$ cat config.mk
export PLATFORM = sky130hd
export DESIGN_NAME = tanh_pair_scheduler
export DESIGN_NICKNAME = d
export VERILOG_FILES = /design/src/rtl/tanh_pair_scheduler.sv
export SDC_FILE = /design/constraint.sdc
export NUM_CORES = 1
export LEC_CHECK = 0
export BUFFER_PORTS_ARGS = -buffer_cell sky130_fd_sc_hd__buf_2
export CAP_MARGIN = 20
export CORE_AREA = 2 2 129 131
export CTS_CLUSTER_DIAMETER = 40
export DETAILED_ROUTE_END_ITERATION = 8
export DIE_AREA = 0 0 131 133
export MAX_ROUTING_LAYER = met4
export PLACE_DENSITY_LB_ADDON = 0.12
export SLEW_MARGIN = 15
export SYNTH_ARGS = -nofsm -noshare
export SYNTH_HDL_FRONTEND = slang
export SYNTH_SLANG_ARGS = --single-unit
export TNS_END_PERCENT = 100
$ cat constraint.sdc
create_clock -name clk -period 3.7 [get_ports clk]
set_input_delay 0.74 -clock clk [delete_from_list [all_inputs] [get_ports clk]]
set_output_delay 0.74 -clock clk [all_outputs]
set_load 0.03 [all_outputs]
$ cat src/rtl/tanh_pair_scheduler.sv
// tanh_pair_scheduler
// Streams a vector of FP32 pre-activations from a source buffer through a
// dual-lane tanh unit two elements per transfer, and writes the results in
// order to a destination buffer.
//
// Handshake (tanh operand side): th_valid/th_ready. A pair transfers on any
// cycle where both are high. Once th_valid rises, th_din1/2 and th_valid stay
// constant until that transfer. Results come back on th_done, one cycle per
// pair, in issue order.
//
// Ports:
//   clk, rst_n                  clock, asynchronous active-low reset
//   start, src_base, dst_base   job launch (sampled only in IDLE)
//   len                         element count, 0..2^ADDR_W
//   busy, done, err             job status (err is sticky until next start)
//   rd_en, rd_addr, rd_data1/2  source buffer port (1-cycle read latency)
//   th_valid, th_ready,
//   th_din1/2                   operand pair to tanh unit
//   th_done, th_dout1/2         result pair from tanh unit
//   wr_en1/2, wr_addr,
//   wr_data1/2                  destination buffer write port
//   dbg_state                   current FSM state (IDLE=0 RUN=1 DRAIN=2 FIN=3)
module tanh_pair_scheduler #(
    parameter int ADDR_W       = 10,
    parameter int MAX_INFLIGHT = 48,
    parameter int CNT_W        = 6
) (
    input  logic              clk,
    input  logic              rst_n,
    input  logic              start,
    input  logic [ADDR_W-1:0] src_base,
    input  logic [ADDR_W-1:0] dst_base,
    input  logic [ADDR_W:0]   len,
    output logic              busy,
    output logic              done,
    output logic              err,
    output logic              rd_en,
    output logic [ADDR_W-1:0] rd_addr,
    input  logic [31:0]       rd_data1,
    input  logic [31:0]       rd_data2,
    output logic              th_valid,
    input  logic              th_ready,
    output logic [31:0]       th_din1,
    output logic [31:0]       th_din2,
    input  logic              th_done,
    input  logic [31:0]       th_dout1,
    input  logic [31:0]       th_dout2,
    output logic              wr_en1,
    output logic              wr_en2,
    output logic [ADDR_W-1:0] wr_addr,
    output logic [31:0]       wr_data1,
    output logic [31:0]       wr_data2,
    output logic [1:0]        dbg_state
);

    typedef enum logic [1:0] {
        S_IDLE  = 2'd0,
        S_RUN   = 2'd1,
        S_DRAIN = 2'd2,
        S_FIN   = 2'd3
    } state_t;

    localparam logic [CNT_W:0]    LP_MAX = (CNT_W+1)'(MAX_INFLIGHT);
    localparam logic [ADDR_W-1:0] LP_ONE = ADDR_W'(1);
    localparam logic [CNT_W-1:0]  LP_C1  = CNT_W'(1);

    state_t            r_state;
    state_t            w_next;
    logic [ADDR_W-1:0] r_src;
    logic [ADDR_W-1:0] r_dst;
    logic [ADDR_W-1:0] r_pairs;
    logic              r_odd;
    logic [ADDR_W-1:0] r_rp;
    logic [ADDR_W-1:0] r_wp;
    logic              r_rd_pend;   // read issued last cycle, data arriving now
    logic              r_rd_last;   // that read fetches the final pair
    logic              r_ohr_full;
    logic [31:0]       r_din1;
    logic [31:0]       r_din2;
    logic [CNT_W-1:0]  r_inflight;
    logic              r_err;

    logic              w_start_acc;
    logic [ADDR_W:0]   w_len_p1;
    logic              w_accept;
    logic [CNT_W:0]    w_used;
    logic              w_rd;
    logic              w_wr;
    logic              w_wr_last;

    assign w_start_acc = (r_state == S_IDLE) && start;
    assign w_len_p1    = len + {{ADDR_W{1'b0}}, 1'b1};
    assign w_accept    = r_ohr_full && th_ready;

    // Credits count pairs at the tanh unit plus any pair already committed
    // upstream of it (held in the OHR or in flight from the source buffer).
    assign w_used = {1'b0, r_inflight}
                  + {{CNT_W{1'b0}}, r_ohr_full}
                  + {{CNT_W{1'b0}}, r_rd_pend};

    assign w_rd = (r_state == S_RUN) && (r_rp < r_pairs) && !r_rd_pend
               && (!r_ohr_full || w_accept) && (w_used < LP_MAX);

    // A result is only legitimate while a job holds credits.
    assign w_wr      = th_done && (r_state != S_IDLE) && (r_inflight != '0);
    assign w_wr_last = (r_wp == r_pairs - LP_ONE);

    always_comb begin
        w_next = r_state;
        case (r_state)
            S_IDLE:  if (start) w_next = (len == '0) ? S_FIN : S_RUN;
            S_RUN:   if (r_rp == r_pairs) w_next = S_DRAIN;
            S_DRAIN: if (w_wr && (r_wp + LP_ONE == r_pairs)) w_next = S_FIN;
            S_FIN:   w_next = S_IDLE;
            default: w_next = S_IDLE;
        endcase
    end

    always_ff @(posedge clk or negedge rst_n) begin
        if (!rst_n) begin
            r_state    <= S_IDLE;
            r_src      <= '0;
            r_dst      <= '0;
            r_pairs    <= '0;
            r_odd      <= 1'b0;
            r_rp       <= '0;
            r_wp       <= '0;
            r_rd_pend  <= 1'b0;
            r_rd_last  <= 1'b0;
            r_ohr_full <= 1'b0;
            r_din1     <= '0;
            r_din2     <= '0;
            r_inflight <= '0;
            r_err      <= 1'b0;
        end else begin
            r_state   <= w_next;
            r_rd_pend <= w_rd;
            r_rd_last <= w_rd && (r_rp == r_pairs - LP_ONE);

            if (w_start_acc) begin
                r_src   <= src_base;
                r_dst   <= dst_base;
                r_pairs <= w_len_p1[ADDR_W:1];
                r_odd   <= len[0];
                r_rp    <= '0;
                r_wp    <= '0;
                r_err   <= 1'b0;
            end else begin
                if (w_rd) r_rp <= r_rp + LP_ONE;
                if (w_wr) r_wp <= r_wp + LP_ONE;
            end

            // Stray result: applied after the start clear so it is never lost.
            if (th_done && !w_wr) r_err <= 1'b1;

            // Read gating guarantees the OHR is empty when read data lands.
            if (r_rd_pend) begin
                r_ohr_full <= 1'b1;
                r_din1     <= rd_data1;
                r_din2     <= (r_odd && r_rd_last) ? 32'h0 : rd_data2;
            end else if (w_accept) begin
                r_ohr_full <= 1'b0;
            end

            if (w_accept && !w_wr)      r_inflight <= r_inflight + LP_C1;
            else if (!w_accept && w_wr) r_inflight <= r_inflight - LP_C1;
        end
    end

    assign busy      = (r_state != S_IDLE);
    assign done      = (r_state == S_FIN);
    assign err       = r_err;
    assign dbg_state = r_state;

    assign rd_en   = w_rd;
    assign rd_addr = w_rd ? (r_src + {r_rp[ADDR_W-2:0], 1'b0}) : '0;

    assign th_valid = r_ohr_full;
    assign th_din1  = r_din1;
    assign th_din2  = r_din2;

    assign wr_en1   = w_wr;
    assign wr_en2   = w_wr && !(r_odd && w_wr_last);
    assign wr_addr  = w_wr ? (r_dst + {r_wp[ADDR_W-2:0], 1'b0}) : '0;
    assign wr_data1 = w_wr ? th_dout1 : '0;
    assign wr_data2 = wr_en2 ? th_dout2 : '0;

endmodule

==> reports/results.ini, run 1 <==
[worst_setup_path]
critPathCaptureType=output port
critical_path_class=register to output port
cp_max_fo=17
crit_path_cell_trace=or4_4 -> nor2_4 -> mux2_1 -> mux2i_2 -> nor4_4 -> buf_4 -> buf_12 -> nor2_1 -> buf_2
startpoint=r_pairs[2]
max_stage_delay_ns=0.60
worstReg2RegEnd=r_inflight[5]
path_buf_inv=3
crit_path_end=wr_data2[29]
worstPathRequired_ns=2.96
r2r_cells=13
start_kind=register
cp_slowest_cell=or4_4
rrSetupSlack_ns=0.67
r2r-start=dbg_state[0]
cp_top_family=simple AND/OR/NAND/NOR gates
path_depth=9
crit_arrival_ns=2.86

[yosys]
netlist_instances=895
synth_edf_count=0
yosys_most_used_dff=dfrtp_1
synth-async-reset-ratio_pct=100
synth_area_leaders=dfrtp_1 (41%), nand2_1 (8.4%), ha_1 (6.8%), o21ai_0 (5.0%), mux2_2 (4.6%)
synth_commonest_cells=nand2_1 (174), dfrtp_1 (127), o21ai_0 (78), nor2_1 (69), inv_1 (63)
yosysTopAreaCell=dfrtp_1
ys_warn_count=0
yosysUniqueCellTypes=55
synth_seq_cells=127
seq_area_frac_synth_pct=41.0
synth_top_area_share_pct=41.0
synth.most_common_cell=nand2_1
syn_nets=1104
syn_area_mm2=0.00775
syn_area_per_cell_um2=8.66

[timing]
drv_slew=0
max_slew.worst_pin.slew_ns=0.707
fin_crit_sh_pct=97.3
hold_viol_final=0
skew_ns=0.00793
fmax_mhz=278
fin_setup_tns_ns=0
fin_crit_ns=3.60
setup_ws_ns=0.0995
setup_violations=0
relSlewSlack_pct=52.7

[routing]
wl_per_cell_um=15.1
vias=7192
via_per_inst=4.99
drtPass1Iterations=5
drt_iter0_markers=468
drt-total-wl_um=21700
ant_nets=0
drc=0

[finish]
area_growth_syn_to_layout_pct=32.8
layout-drive-gt1-share_pct=35.1
fillCellCount=1435
fin_util_pct=63.7
nets=1416

[floorplanning]
start_util_pct=48.0
die_area_mm2=0.0174
die_h_um=133
num_rows=47
core_mm2=0.0162
design.portCount=321
die_w_um=131

[clock_network]
clkLatencyLatePin_ns=0.42
cts_max_level=4
clk_pin_slew_ns=0.06
clkSinkCount=127
cts_tree=yes
cts_root_buffer=clkbuf_16
cts_made_buffers=17
cts_buffer_depth=2

[global_route]
grt-ovfl-total=0
grt_max_degree=75
grt_usage_pct=25.1
antenna_found_initial=1
grt_pass1_vias=6569
grt_first_pass_wirelength_um=33300

[placed_design]
gp_congestion=0.883
dp_hpwl_um=16400
post-place-ws_ns=0.358
portBuffers=320

[run]
drv_cap=0

[power_and_ir_drop]
vdd_drop_max_mv=0.418
leakagePower_nw=5.36
power_density_mw_per_mm2=860

[hold_path]
hp-class=input pin to asynchronous set/reset pin

[status]
status=complete, no violations

worst register-to-register path, delay by kind of cell, from the launching register on:
family	cells	cell delay, ns
AOI/OAI and AO/OA	5	0.96
xor gates and xnor gates	1	0.14
adders and majority gates	3	0.84
buffers and inverters	2	0.27
DFF	1	0.44
and+or+nand+nor	2	0.25
placed cells by master (no fill, tap or decap), types with 8 or more instances in the layout:
cell	Yosys	final
clkbuf_16	0	18
o31ai_1	8	8
dfrtp_1	127	123
nand3_1	13	13
buf_4	0	20
and2_1	40	40
or3_1	9	9
ha_1	42	41
xor2_1	22	22
o21ai_0	78	78
mux2_2	32	32
xnor2_1	39	38
nor3_1	8	8
and3_1	8	8
nor2_1	69	69
a21o_1	12	12
inv_1	63	60
buf_2	2	317
a21oi_1	29	28
nand2_1	174	174
logic make-up after synthesis:
| family | Yosys count | share of synthesized area, % |
|---|---|---|
| AOI/OAI and AO/OA | 160 | 12.4 |
| adders and majority gates | 45 | 7.55 |
| buffers and inverters | 113 | 5.89 |
| xor gates and xnor gates | 61 | 6.89 |
| DFF | 127 | 41.0 |
| and+or+nand+nor | 353 | 21.1 |
| muxes | 36 | 5.18 |
cell type report:
cell class / count / area (um2) / area share [%]
Antenna cell: 2 / 5.00 / 0.0486
Sequential cell: 127 / 3180 / 30.9
Timing Repair Buffer: 343 / 1840 / 17.8
Clock inverter: 11 / 108 / 1.04
Inverter: 63 / 236 / 2.30
Clock buffer: 21 / 460 / 4.47
Multi-Input combinational cell: 655 / 4190 / 40.7
Tap cell: 220 / 275 / 2.67
per-stage QoR:
step | hold WS, ns | instance area, um2 | cells | power [mW]
floorplan | 0.437 | 7750 | 895 | 5.79
global placement | 0.454 | 9570 | 1400 | 7.08
detailed placement | 0.460 | 9570 | 1400 | 7.16
CTS | 0.385 | 10200 | 1433 | 8.80
global route | 0.419 | 10300 | 1440 | 9.48
finish | 0.361 | 10300 | 1442 | 8.85
layer usage:
| metal | GRT usage (%) | wire, um | vias to the layer above |
|---|---|---|---|
| li1 | - | - | 3620 |
| met1 | 34.2 | 9750 | 3303 |
| met2 | 38.4 | 10200 | 248 |
| met3 | 4.73 | 1500 | 21 |
| met4 | 6.62 | 243 | 0 |
| met5 | - | 0 | - |
worst min-delay path by stage:
stage / to / slack (ns) / start / depth (start not counted)
6_report: th_din2[5] / 0.36 / rst_n / 1
5_1_grt: th_din2[5] / 0.42 / rst_n / 1
4_1_cts: th_din2[10] / 0.38 / rst_n / 1
3_5_place_dp: r_dst[0] / 0.46 / r_dst[0] / 2
3_3_place_gp: r_dst[0] / 0.45 / r_dst[0] / 2
2_1_floorplan: dbg_state[0] / 0.44 / rst_n / 0
power breakdown:
| group | internal (mW) | switching (mW) |
|---|---|---|
| combinational | 1.72 | 3.11 |
| clock | 0.964 | 0.635 |
| sequential | 1.99 | 0.434 |
| total | 4.67 | 4.18 |
sequential cells by signal, indices dropped and copies added, names as in the netlist:
name,flops
r_inflight,6
r_rd_last,1
r_pairs,10
th_valid,1
r_rp,10
dbg_state,2
r_dst,10
r_rd_pend,1
r_odd,1
err,1
r_wp,10
r_src,10
th_din2,32
th_din1,32
timing repair:
item,in CTS,in global routing
gates resized for setup,3,17
buffers inserted,1,6
hold buffers,0,0
endpoints found under the setup margin,34,36
pin swaps,0,4
gates cloned,0,1
Note: power is estimated with default switching activity, not from simulation.
==> run 2, diff against run 1 <==
--- a/config.mk
+++ b/config.mk
@@ -7,10 +7,10 @@
 export LEC_CHECK = 0
 export BUFFER_PORTS_ARGS = -buffer_cell sky130_fd_sc_hd__buf_2
 export CAP_MARGIN = 20
-export CORE_AREA = 2 2 129 131
+export CORE_AREA = 2 2 164 166
 export CTS_CLUSTER_DIAMETER = 40
 export DETAILED_ROUTE_END_ITERATION = 8
-export DIE_AREA = 0 0 131 133
+export DIE_AREA = 0 0 166 168
 export MAX_ROUTING_LAYER = met4
 export PLACE_DENSITY_LB_ADDON = 0.12
 export SLEW_MARGIN = 15
==> reports/results.ini, run 2 (synthesized netlist as in run 1, its figures left out) <==
[status]
status=complete, no violations

[finish]
antennaDiodeCount=0  ; -2
final_area_mm2=0.0104  ; +1.3%
layout-drive-gt1-share_pct=35.1  ; +0.053 points
layout.area.seq_mm2=0.00318  ; about the same
multi_input_area_mm2=0.00421  ; +0.30%
nets=1417  ; +0.071%
area_growth_syn_to_layout_pct=34.5
stdcell_count=1562  ; +8.3%
layout_commonest_cell=buf_2
fillCellCount=2722  ; +90%
fin_util_pct=39.6  ; -24 points
mostFrequentLayoutCells=buf_2 (318), nand2_1 (173), dfrtp_1 (125), o21ai_0 (76), nor2_1 (69)

[floorplanning]
start_util_pct=29.4  ; -19 points
die_area_mm2=0.0279  ; +60%
die_h_um=168  ; +26%
design.portCount=321  ; unchanged
core_mm2=0.0264  ; +63%
num_rows=60  ; +28%
die_w_um=166  ; +27%

[power_and_ir_drop]
power.total_mw=8.81  ; -0.49%
vdd_drop_max_mv=0.389  ; -7.1%
power_density_mw_per_mm2=845  ; -1.7%
leakagePower_nw=5.37  ; +0.19%

[clock_network]
clkLatencyLatePin_ns=0.41  ; about the same
clk_pin_slew_ns=0.06  ; about the same
cts_made_buffers=17  ; unchanged
clkSinkCount=127  ; unchanged
cts_buffer_depth=2  ; unchanged
cts_tree=yes
cts_max_level=4  ; unchanged
cts_root_buffer=clkbuf_16

[timing]
skew_ns=0.0103  ; +0.00241 ns
fin_crit_ns=3.60  ; -0.00459 ns
drv_slew=0  ; unchanged
setup_ws_ns=0.104  ; +0.00459 ns
fin_setup_tns_ns=0  ; unchanged
hold_viol_final=0  ; unchanged
fmax_mhz=278  ; +0.13%
setup_violations=0  ; unchanged
hold_ws_ns=0.182  ; -0.179 ns
relSlewSlack_pct=43.4  ; -9.3 points
fin_crit_sh_pct=97.2  ; -0.12 points
max_slew.worst_pin.slew_ns=0.846  ; +0.139 ns

[global_route]
grt_first_pass_wirelength_um=37100  ; +11%
grt_max_degree=66  ; -12%
grt-ovfl-total=0  ; unchanged
antenna_found_initial=0  ; -1
grt_usage_pct=16.9  ; -8.1 points
grt_pass1_vias=7147  ; +8.8%

[worst_setup_path]
cp_max_fo=16  ; -1
start_kind=register
worstPathRequired_ns=2.96  ; about the same
critical_path_class=register to output port
crit_arrival_ns=2.86  ; about the same
critPathCaptureType=output port

[routing]
ant_nets=0  ; unchanged
vias=7155  ; -0.51%
wl_per_cell_um=14.8  ; -1.7%
drc=0  ; unchanged
drtPass1Iterations=8  ; +3
drt_iter0_markers=375  ; -20%
drt-total-wl_um=23100  ; +6.4%
via_per_inst=4.58  ; -8.2%

[placed_design]
place_area_mm2=0.00976  ; +2.0%
dp_cells=1526  ; +9.0%
dp_hpwl_um=17200  ; +5.1%
gp_congestion=0.838  ; -5.1%
post-place-ws_ns=0.246  ; -0.112 ns
portBuffers=320  ; unchanged

[hold_path]
hp-class=input pin to asynchronous set/reset pin

[run]
drv_cap=0  ; unchanged

==> run 2: cell types whose count changed in the layout (fill, tap and decap cells not counted), sizes merged <==
cell,delta
clkbuf,-5
clkinvlp,-1
inv,+3
buf,+3
clkinv,+2
diode,-2
bufinv,-1
==> run 2: cell type report <==
class	count	share of cell area [%]
Clock buffer	18	4.12
Inverter	63	2.27
Multi-Input combinational cell	655	40.3
Tap cell	341	4.09
Sequential cell	127	30.5
Timing Repair Buffer	344	17.7
Clock inverter	14	1.04
==> run 2: final timing paths <==
| path | startpoint | to | slack [ns] | depth (start not counted) |
|---|---|---|---|---|
| max | r_pairs[1] | wr_data2[26] | 0.10 | 9 |
| min | rst_n | th_din2[17] | 0.18 | 1 |
| max reg2reg | dbg_state[1] | r_inflight[5] | 0.60 | 13 |
| min reg2reg | r_dst[0] | r_dst[0] | 0.47 | 2 |
| max in group asynchronous | rst_n | r_dst[3] | 2.80 | 2 |
| min in group clk | r_dst[0] | r_dst[0] | 0.47 | 2 |
==> run 2: where the power goes <==
group	total (mW)	switching (mW)	leakage [nW]	internal, mW
Combinational	4.86	3.15	3.54	1.71
Clock	1.55	0.684	0.255	0.867
Sequential	2.40	0.411	1.57	1.99
==> run 2: layer usage <==
| layer | global-route usage (%) | wire, um | vias up |
|---|---|---|---|
| met5 | - | 0 | - |
| met3 | 4.07 | 1290 | 14 |
| met4 | 3.82 | 164 | 0 |
| met2 | 27.0 | 10800 | 224 |
| li1 | - | - | 3611 |
| met1 | 21.9 | 10900 | 3306 |
==> run 2: what timing repair did <==
item                                    4_1_cts  5_1_grt
cloned                                        0        1
gates resized for setup                       5       13
hold buffers                                  0        0
endpoints found under the setup margin       34       36
pin swaps                                     2        3
buffers inserted                              1        2
==> run 2: worst max-delay path, cell delays in order (launching register included) <==
cell and delay, ns:
dfrtp_1 0.42, or4_4 0.61, nor4_2 0.20, xnor2_1 0.21
o221ai_2 0.17, nor4_4 0.28, buf_4 0.18, clkbuf_16 0.16
nor2_1 0.05, buf_2 0.17
==> run 3, diff against run 2 <==
==> constraint.sdc (replaced) <==
create_clock -name clk -period 3.7 [get_ports clk]
set_input_delay 0.37 -clock clk [delete_from_list [all_inputs] [get_ports clk]]
set_output_delay 0.37 -clock clk [all_outputs]
set_load 0.03 [all_outputs]
==> reports/results.ini, run 3 (synthesized netlist as in run 1, its figures left out) <==
[floorplanning]
design.portCount=321  ; unchanged
start_util_pct=29.4  ; unchanged
die_area_mm2=0.0279  ; unchanged
die_w_um=166  ; unchanged
num_rows=60  ; unchanged
core_mm2=0.0264  ; unchanged
die_h_um=168  ; unchanged

[finish]
fin_util_pct=39.0  ; -0.59 points
area_growth_syn_to_layout_pct=32.5
nets=1404  ; -0.92%
mostFrequentLayoutCells=buf_2 (319), nand2_1 (173), dfrtp_1 (126), o21ai_0 (78), nor2_1 (69)
layout-drive-gt1-share_pct=33.8  ; -1.4 points
layout_commonest_cell=buf_2
antennaDiodeCount=0  ; unchanged

[timing]
hold_ws_ns=-0.0295  ; -0.211 ns
relSlewSlack_pct=44.9  ; +1.5 points
fin_crit_sh_pct=92.3  ; -4.9 points
drv_slew=0  ; unchanged
skew_ns=0.00924  ; -0.00110 ns
max_slew.worst_pin.slew_ns=0.823  ; -0.0231 ns
setup_violations=0  ; unchanged
fin_setup_tns_ns=0  ; unchanged
rsz0062_at_grt=false
hold_viol_final=13  ; +13
fmax_mhz=293  ; +5.3%
fin_crit_ns=3.42  ; -0.181 ns

[run]
drv_cap=0  ; unchanged

[worst_setup_path]
max_stage_delay_ns=0.47  ; -0.14 ns
worstPathRequired_ns=3.33  ; +0.37 ns
worstReg2RegEnd=r_inflight[5]
cp_slowest_cell=dfrtp_1
crit_arrival_ns=3.05  ; +0.19 ns
path_buf_inv=1  ; -2
r2r-start=dbg_state[0]
cp_top_family=compound AO/OA/AOI/OAI gates
crit_path_cell_trace=ha_1 -> fa_1 -> a21o_1 -> a21oi_1 -> o21bai_1 -> a2111oi_2 -> o21ai_0 -> a21oi_1 -> buf_2
path_depth=9  ; unchanged
cp_max_fo=8  ; -8
rrSetupSlack_ns=0.71  ; +0.11 ns
critical_path_class=register to output port
start_kind=register
critPathCaptureType=output port
r2r_cells=13  ; unchanged
cpMostUsedCell=a21oi_1

[routing]
drt_iter0_markers=380  ; +1.3%
wl_per_cell_um=14.5  ; -2.1%
vias=7019  ; -1.9%
ant_nets=0  ; unchanged
drc=0  ; unchanged
drtPass1Iterations=4  ; -4
via_per_inst=4.53  ; -1.1%
drt-total-wl_um=22400  ; -2.9%

[global_route]
antenna_found_initial=0  ; unchanged
grt-ovfl-total=0  ; unchanged
grt_usage_pct=16.6  ; -0.33 points
use_met1_pct=22.5  ; +0.61 points
grt_use_met3_pct=3.13  ; -0.94 points
grt_first_pass_wirelength_um=36600  ; -1.3%
grtUsageMet2_pct=26.1  ; -0.92 points
top_usage_layer=met2
grt_pass1_vias=6957  ; -2.7%
grt_max_degree=80  ; +21%

[clock_network]
cts_root_buffer=clkbuf_16
clkLatencyLatePin_ns=0.42  ; about the same
cts_tree=yes
cts_made_buffers=17  ; unchanged
clkSinkCount=127  ; unchanged
cts_max_level=4  ; unchanged
cts_buffer_depth=2  ; unchanged
post-cts-setup-buffer-count=0  ; -1
clk_pin_slew_ns=0.07  ; about the same

[status]
status=finished with violations
violations=negative hold slack

[power_and_ir_drop]
power_density_mw_per_mm2=852  ; +0.88%
vdd_drop_max_mv=0.370  ; -4.7%
power.total_mw=8.75  ; -0.63%
leakagePower_nw=5.31  ; -1.2%

[placed_design]
dp_hpwl_um=16800  ; -2.6%
gp_congestion=0.820  ; -2.2%
portBuffers=320  ; unchanged

[hold_path]
hp-class=input pin to asynchronous set/reset pin

-- run 3: cell count changes in the layout (fill, tap and decap cells not counted), sizes merged --
cell / change
inv: +2
buf: -12
clkinvlp: -4
bufinv: +1
clkbuf: -2
clkinv: +2
-- run 3: how the worst max path moves through the flow --
stage / slack, ns / startpoint / to
after detailed placement: 0.56 / r_wp[0] / wr_addr[9]
after floorplan: 0.57 / dbg_state[0] / r_inflight[5]
after CTS: 0.09 / r_wp[0] / wr_addr[9]
after global routing: 0.02 / r_pairs[0] / wr_data2[7]
final: 0.28 / r_wp[0] / wr_addr[9]
after global placement: 0.62 / r_wp[0] / wr_addr[9]
-- run 3: layout make-up --
class	count	area, um2
Fill cell	2759	16100
Multi-Input combinational cell	655	4140
Sequential cell	127	3180
Timing Repair Buffer	331	1720
Tap cell	341	427
Clock buffer	17	425
Inverter	63	236
Clock inverter	15	150
-- run 3: power breakdown --
part / internal [mW] / switching [mW]
registers: 1.98 / 0.483
clock network: 0.947 / 0.710
logic: 1.61 / 3.02
-- run 3: layer usage --
layer / routed length (um) / vias to the layer above
met4: 138 / 0
li1: - / 3579
met5: 0 / -
met1: 10900 / 3235
met2: 10200 / 198
met3: 1140 / 7
-- run 3: timing repair --
item                       4_1_cts  5_1_grt
setup endpoints to repair        0       34
hold buffers                     0        0
resized for setup                0        4
-- run 3: stage by stage --
step / setup WS (ns) / area (um2) / cells / hold WS (ns)
after floorplan: 0.566 / 7750 / 895 / 0.0744
after global placement: 0.619 / 9680 / 1517 / 0.452
after detailed placement: 0.559 / 9680 / 1517 / 0.451
after CTS: 0.0901 / 10300 / 1549 / 0.000170
after global routing: 0.0232 / 10300 / 1549 / 0.0258
final: 0.285 / 10300 / 1549 / -0.0295
